### src/rtl/x01_pkg.sv
// x01_pkg: shared constants, undo record layout and throw legality check for the x01 scorekeeper
package x01_pkg;
  localparam int BULL = 25;
  localparam int DARTS_PER_TURN = 3;
  localparam int MAX_PTS = 60;
  // Record fields are sized for the largest supported configuration (8 players, 16-bit scores);
  // the controller zero-extends on push and truncates on pop.
  localparam int REC_PLAYER_W = 3;
  localparam int REC_SCORE_W = 16;
  typedef struct packed {
    logic [REC_PLAYER_W-1:0] player;
    logic [1:0]              dart;
    logic [REC_SCORE_W-1:0]  prev_score;
    logic [REC_SCORE_W-1:0]  turn_start;
    logic                    was_over;
  } undo_rec_t;
  function automatic logic legal_throw(input logic [4:0] points, input logic [1:0] multiplier);
    return (points <= 5'd20 || points == 5'(BULL)) && multiplier != 2'd0 &&
           !(points == 5'(BULL) && multiplier == 2'd3);
  endfunction
endpackage

### src/rtl/x01_undo_stack.sv
// x01_undo_stack: LIFO history that overwrites its oldest entry when full
//   clk, reset   : clock and asynchronous active-high reset
//   clr          : synchronous flush
//   push, wdata  : store a new newest entry
//   pop          : discard the newest entry (ignored when empty)
//   rdata        : newest entry
//   empty, count : occupancy, count saturates at DEPTH
module x01_undo_stack #(
  parameter int DEPTH = 8,
  parameter int W = 8
) (
  input  logic                         clk,
  input  logic                         reset,
  input  logic                         clr,
  input  logic                         push,
  input  logic                         pop,
  input  logic [W-1:0]                 wdata,
  output logic [W-1:0]                 rdata,
  output logic                         empty,
  output logic [$clog2(DEPTH+1)-1:0]   count
);
  localparam int AW = (DEPTH > 1) ? $clog2(DEPTH) : 1;
  localparam int CW = $clog2(DEPTH + 1);
  logic [W-1:0]  mem_q [DEPTH];
  logic [AW-1:0] ptr_q, ptr_prev, ptr_next;
  logic [CW-1:0] cnt_q;
  logic          do_pop, do_push;
  // ptr_q is the slot the next push writes; the newest entry sits one slot behind it
  assign ptr_prev = (ptr_q == '0) ? AW'(DEPTH - 1) : ptr_q - AW'(1);
  assign ptr_next = (ptr_q == AW'(DEPTH - 1)) ? '0 : ptr_q + AW'(1);
  assign empty    = (cnt_q == '0);
  assign count    = cnt_q;
  assign rdata    = mem_q[ptr_prev];
  assign do_pop   = !clr && pop && !empty;
  assign do_push  = !clr && !do_pop && push;
  always_ff @(posedge clk or posedge reset) begin
    if (reset) begin
      ptr_q <= '0;
      cnt_q <= '0;
    end else if (clr) begin
      ptr_q <= '0;
      cnt_q <= '0;
    end else if (do_pop) begin
      ptr_q <= ptr_prev;
      cnt_q <= cnt_q - CW'(1);
    end else if (do_push) begin
      ptr_q <= ptr_next;
      cnt_q <= (cnt_q == CW'(DEPTH)) ? cnt_q : cnt_q + CW'(1);
    end
  end
  always_ff @(posedge clk) begin
    if (do_push) mem_q[ptr_q] <= wdata;
  end
endmodule

### src/rtl/x01_multi_player_controller.sv
// x01_multi_player_controller: multi-player x01 darts scorekeeper with bust, double-out and undo
//   clk, reset          : clock and asynchronous active-high reset
//   new_game            : synchronous restart
//   throw_valid         : a dart landed, scored by points (0 miss, 1..20, 25 bull) x multiplier (1..3)
//   undo                : revert the newest accepted dart (wins over a same-cycle throw)
//   scores              : packed remaining scores, player 0 in the LSBs
//   cur_player, dart_idx: active player and dart within the turn
//   bust, err           : one-cycle pulses for an applied bust / a rejected throw or undo
//   game_over, winner   : level after a legal checkout and the player who made it
module x01_multi_player_controller
  import x01_pkg::*;
#(
  parameter int NUM_PLAYERS = 2,
  parameter int START_SCORE = 501,
  parameter int SCORE_W = 10,
  parameter int UNDO_DEPTH = 8,
  parameter int DOUBLE_OUT = 1,
  localparam int PW = (NUM_PLAYERS > 1) ? $clog2(NUM_PLAYERS) : 1
) (
  input  logic                          clk,
  input  logic                          reset,
  input  logic                          new_game,
  input  logic                          throw_valid,
  input  logic [4:0]                    points,
  input  logic [1:0]                    multiplier,
  input  logic                          undo,
  output logic [NUM_PLAYERS*SCORE_W-1:0] scores,
  output logic [PW-1:0]                 cur_player,
  output logic [1:0]                    dart_idx,
  output logic                          bust,
  output logic                          game_over,
  output logic [PW-1:0]                 winner,
  output logic                          err
);
  localparam logic [SCORE_W-1:0] START = SCORE_W'(START_SCORE);
  logic [SCORE_W-1:0] sc_q [NUM_PLAYERS];
  logic [SCORE_W-1:0] sc_d [NUM_PLAYERS];
  logic [PW-1:0]      cur_q, cur_d, win_q, win_d, nxt, ridx;
  logic [1:0]         dart_q, dart_d;
  logic [SCORE_W-1:0] ts_q, ts_d, cur_sc;
  logic               over_q, over_d, bust_q, bust_d, err_q, err_d;
  logic [6:0]         pts;
  logic [SCORE_W:0]   diff;
  logic               is_bust, turn_end, push, pop, clr, h_empty, hist_empty;
  logic [$clog2(UNDO_DEPTH+1)-1:0] h_cnt;
  undo_rec_t          wrec, rrec;
  x01_undo_stack #(.DEPTH(UNDO_DEPTH), .W($bits(undo_rec_t))) u_hist (
    .clk(clk), .reset(reset), .clr(clr), .push(push), .pop(pop),
    .wdata(wrec), .rdata(rrec), .empty(h_empty), .count(h_cnt)
  );
  assign hist_empty = h_empty || h_cnt == '0;
  assign cur_sc = sc_q[cur_q];
  assign pts    = 7'(points) * 7'(multiplier);
  // One extra MSB so that pts > score shows up as a set sign bit
  assign diff   = {1'b0, cur_sc} - (SCORE_W+1)'(pts);
  assign is_bust = diff[SCORE_W] ||
                   (DOUBLE_OUT != 0 && (diff == (SCORE_W+1)'(1) || (diff == '0 && multiplier != 2'd2)));
  assign nxt  = (cur_q == PW'(NUM_PLAYERS - 1)) ? '0 : cur_q + PW'(1);
  assign ridx = PW'(rrec.player);
  always_comb begin
    wrec            = '0;
    wrec.player     = REC_PLAYER_W'(cur_q);
    wrec.dart       = dart_q;
    wrec.prev_score = REC_SCORE_W'(cur_sc);
    wrec.turn_start = REC_SCORE_W'(ts_q);
    wrec.was_over   = over_q;
  end
  always_comb begin
    sc_d     = sc_q;
    cur_d    = cur_q;
    dart_d   = dart_q;
    ts_d     = ts_q;
    over_d   = over_q;
    win_d    = win_q;
    bust_d   = 1'b0;
    err_d    = 1'b0;
    push     = 1'b0;
    pop      = 1'b0;
    clr      = 1'b0;
    turn_end = 1'b0;
    if (new_game) begin
      for (int i = 0; i < NUM_PLAYERS; i++) sc_d[i] = START;
      cur_d  = '0;
      dart_d = '0;
      ts_d   = START;
      over_d = 1'b0;
      win_d  = '0;
      clr    = 1'b1;
    end else if (undo) begin
      if (hist_empty) begin
        err_d = 1'b1;
      end else begin
        pop        = 1'b1;
        cur_d      = ridx;
        dart_d     = rrec.dart;
        sc_d[ridx] = SCORE_W'(rrec.prev_score);
        ts_d       = SCORE_W'(rrec.turn_start);
        over_d     = rrec.was_over;
      end
    end else if (throw_valid) begin
      if (!legal_throw(points, multiplier) || over_q) begin
        err_d = 1'b1;
      end else begin
        push = 1'b1;
        if (is_bust) begin
          sc_d[cur_q] = ts_q;
          bust_d      = 1'b1;
          turn_end    = 1'b1;
        end else if (diff == '0) begin
          sc_d[cur_q] = '0;
          over_d      = 1'b1;
          win_d       = cur_q;
        end else begin
          sc_d[cur_q] = diff[SCORE_W-1:0];
          dart_d      = dart_q + 2'd1;
          turn_end    = (dart_q == 2'(DARTS_PER_TURN - 1));
        end
      end
    end
    // The incoming player's turn starts from whatever score it holds after this cycle's update
    if (turn_end) begin
      cur_d  = nxt;
      dart_d = '0;
      ts_d   = sc_d[nxt];
    end
  end
  always_ff @(posedge clk or posedge reset) begin
    if (reset) begin
      for (int i = 0; i < NUM_PLAYERS; i++) sc_q[i] <= START;
      cur_q  <= '0;
      dart_q <= '0;
      ts_q   <= START;
      over_q <= 1'b0;
      win_q  <= '0;
      bust_q <= 1'b0;
      err_q  <= 1'b0;
    end else begin
      sc_q   <= sc_d;
      cur_q  <= cur_d;
      dart_q <= dart_d;
      ts_q   <= ts_d;
      over_q <= over_d;
      win_q  <= win_d;
      bust_q <= bust_d;
      err_q  <= err_d;
    end
  end
  for (genvar g = 0; g < NUM_PLAYERS; g++) begin : g_sc
    assign scores[g*SCORE_W +: SCORE_W] = sc_q[g];
  end
  assign cur_player = cur_q;
  assign dart_idx   = dart_q;
  assign bust       = bust_q;
  assign game_over  = over_q;
  assign winner     = win_q;
  assign err        = err_q;
endmodule

### config.mk
export PLATFORM = sky130hd
export DESIGN_NAME = x01_multi_player_controller
export DESIGN_NICKNAME = d
export VERILOG_FILES = /design/src/rtl/x01_pkg.sv /design/src/rtl/x01_undo_stack.sv /design/src/rtl/x01_multi_player_controller.sv
export SDC_FILE = /design/constraint.sdc
export NUM_CORES = 1
export LEC_CHECK = 0
export CAP_MARGIN = 40
export CELL_PAD_IN_SITES_DETAIL_PLACEMENT = 1
export CELL_PAD_IN_SITES_GLOBAL_PLACEMENT = 1
export CORE_AREA = 10 10 237 239
export CTS_CLUSTER_DIAMETER = 120
export CTS_CLUSTER_SIZE = 28
export DETAILED_ROUTE_END_ITERATION = 6
export DIE_AREA = 0 0 247 249
export PLACE_DENSITY = 0.59
export SYNTH_ARGS = -nofsm -noshare
export SYNTH_HDL_FRONTEND = slang
export SYNTH_HIERARCHICAL = 1
export SYNTH_SLANG_ARGS = --single-unit
### constraint.sdc
create_clock -name clk -period 7.9 [get_ports clk]
set_input_delay 2.37 -clock clk [delete_from_list [all_inputs] [get_ports clk]]
set_output_delay 2.37 -clock clk [all_outputs]
set_load 0.1 [all_outputs]
==> impl_metrics.env <==
export IMPL_outcome="complete, no violations"
export IMPL_cts_path_max_buffers=3
export IMPL_die_width_um=247
export IMPL_grt_pass1_vias=7467
export IMPL_rows=83
export IMPL_worst_clock_skew_ns=0.02808
export IMPL_hpwlAfterDp_um=21930
export IMPL_routed_wl_um=32700
export IMPL_worstPathArrival_ns=6.55
export IMPL_place_gp_congestion=0.8584
export IMPL_cts_setup_buffers=0
export IMPL_detail_route_iter0_violations=602
export IMPL_vias=7296
export IMPL_drv_max_cap_violation_count=0
export IMPL_peak_supply_drop_mv=0.1142
export IMPL_grt_first_pass_wirelength_um=49370
export IMPL_grt_ovfl_total=0
export IMPL_cts_htree_levels=1
export IMPL_timing_max_transition_violations_final=0
export IMPL_synthesis_instances=820
export IMPL_cts_sinks=236
export IMPL_timing_critical_path_from_type="primary input"
export IMPL_final_min_clock_period_ns=6.168
export IMPL_cts_hold_buf=0
export IMPL_dieHeight_um=249
export IMPL_routedWlPerCell_um=21.03
export IMPL_worstSkewPairLatency_ns=0.50
export IMPL_place_port_buffers=38
export IMPL_worstPathMaxFanout=9
export IMPL_grt_use_met1_pct=15.65
export IMPL_antenna_found_initial=0
export IMPL_cts_root_buf="sky130_fd_sc_hd__clkbuf_16"
export IMPL_final_period_utilization_pct=78.08
export IMPL_cts_made_buffers=12
export IMPL_power_leakage_uw=0.004660
export IMPL_grt_use_met2_pct=15.30
export IMPL_coreArea_um2=51200
export IMPL_area_of_the_mapped_netlist_um2=11020
export IMPL_post_route_cells_drive_above_1_share_pct=15.90
export IMPL_post_place_cells=1533
export IMPL_final_setup_tns_ns=0
export IMPL_clk_pin_slew_worst_paths_ns=0.12
export IMPL_die_area_um2=61500
export IMPL_initial_cell_density_of_the_core_pct=21.53
export IMPL_syn2layout_area_growth_pct=19.74
export IMPL_dr_pass1_iters=5
export IMPL_final_hold_violation_count=0
export IMPL_gr_usage_all_layers_pct=10.31
export IMPL_grt_util_met3_pct=1.500
export IMPL_finalNetCount=901
export IMPL_synth_yosys_warnings=6
export IMPL_fmax_mhz=162.1
export IMPL_via_per_inst=4.692
export IMPL_design_portCount=39
export IMPL_worst_margin_slew_ns=0.7856
export IMPL_total_power_per_unit_cell_area_nw_per_um2=179.8
export IMPL_remaining_drc_errors=0
export IMPL_stdcell_count=1555
export IMPL_synthesis_nets=853
export IMPL_timing_final_setup_violations=0
export IMPL_tritoncts="built"
export IMPL_syn_mean_instance_area_um2=13.44
export IMPL_unrepaired_setup_endpoints_after_global_routing="no"
export IMPL_grt_start_max_net_pins=52
export IMPL_cts_resized_gates=0
export IMPL_antenna_left=0
export IMPL_cp_end_kind="flop"
export IMPL_worst_slew_margin_rel_pct=47.57
export IMPL_worst_hold_path_type="flop to flop"
export IMPL_grt_busiest_layer="met1"
export IMPL_timing_worst_setup_path_type="primary input to flop"
export IMPL_worst_endpoint_required_ns=8.28
==> report_power, final <==
| group | internal, µW | leakage [µW] | total [µW] | switching (µW) |
|---|---|---|---|---|
| registers | 1350 | 0.00219 | 1370 | 14.6 |
| clock network | 313 | 0.000176 | 714 | 401 |
| logic | 107 | 0.00229 | 292 | 185 |
| total | 1770 | 0.00466 | 2370 | 601 |
==> cells in the final DEF (no fill, tap or decap), drive strengths merged, types with 6 or more instances in the layout <==
master / count
a211oi: 6
a21o: 7
a21oi: 51
a22o: 30
and2: 10
buf: 54
clkbuf: 19
clkdlybuf4s50: 38
dfrtp: 23
dfstp: 21
edfxtp: 192
ha: 16
inv: 24
mux2: 11
mux2i: 86
nand2: 46
nand3: 12
nor2: 40
nor3: 39
o21ai: 18
o221ai: 25
o22ai: 8
o2bb2ai: 6
o32a: 7
==> metrics by stage <==
step | setup WS (ns) | cell area, µm² | hold WS, ns | total power (µW) | utilization, %
after floorplan | 1.949 | 11020 | 0.5250 | 1572 | -
after CTS | 1.761 | 13190 | 0.5584 | 2399 | 25.77
after global placement | 1.345 | 12170 | 0.5145 | 1649 | 23.77
final | 1.732 | 13200 | 0.5579 | 2373 | 25.78
after global routing | 1.487 | 13200 | 0.5921 | 2463 | 25.78
after detailed placement | 1.250 | 12830 | 0.5418 | 1685 | 25.05
==> routing by layer <==
metal,routed length (µm),up-vias
met3,1464,20
met5,0,-
met1,16620,3842
li1,-,3275
met2,14290,159
met4,323,0
==> area by class of cell <==
class                      count  area [µm²]
timing repair buffer          94        1217
tap                          680       850.8
clock inverter                 2       20.02
inverter                      23       86.33
fill                        5531       38000
sequential                   236        6894
multi-input combinational    501        3784
clock buffer                  18       344.1
antenna                        1       2.502
==> worst max-delay path, stage by stage <==
cell and delay, ns:
sky130_fd_sc_hd__clkdlybuf4s50_1 0.65, sky130_fd_sc_hd__nand2_1 0.12, sky130_fd_sc_hd__fa_1 0.45, sky130_fd_sc_hd__ha_1 0.42, sky130_fd_sc_hd__and4_1 0.25, sky130_fd_sc_hd__a32oi_1 0.21
sky130_fd_sc_hd__a211oi_1 0.15, sky130_fd_sc_hd__a311oi_2 0.36, sky130_fd_sc_hd__nand3_2 0.20, sky130_fd_sc_hd__a211o_4 0.41, sky130_fd_sc_hd__and2_4 0.20, sky130_fd_sc_hd__or3_1 0.48
sky130_fd_sc_hd__o22a_1 0.27
==> path summary, 6_finish.rpt <==
kind	startpoint	end	slack, ns	depth (start not counted)
max in group asynchronous	reset	ts_q[6]	5.30	3
worst min register to register	winner	winner	0.56	2
worst max register to register	cur_player	ts_q[9]	2.91	13
min in group asynchronous	reset	winner	2.08	2
worst max-delay path	multiplier[0]	ts_q[9]	1.73	13
worst min-delay path	winner	winner	0.56	2
==> flip-flops by register name, indices dropped and copies added, names as in the netlist <==
| name | cells |
|---|---|
| winner | 1 |
| game_over | 1 |
| ts_q | 10 |
| cur_player | 1 |
| bust | 1 |
| u_hist/count | 4 |
| u_hist/ptr_q | 3 |
| dart_idx | 2 |
| err | 1 |
| scores | 20 |
| u_hist/mem_q | 192 |
Power figures use the tool's default switching activity.
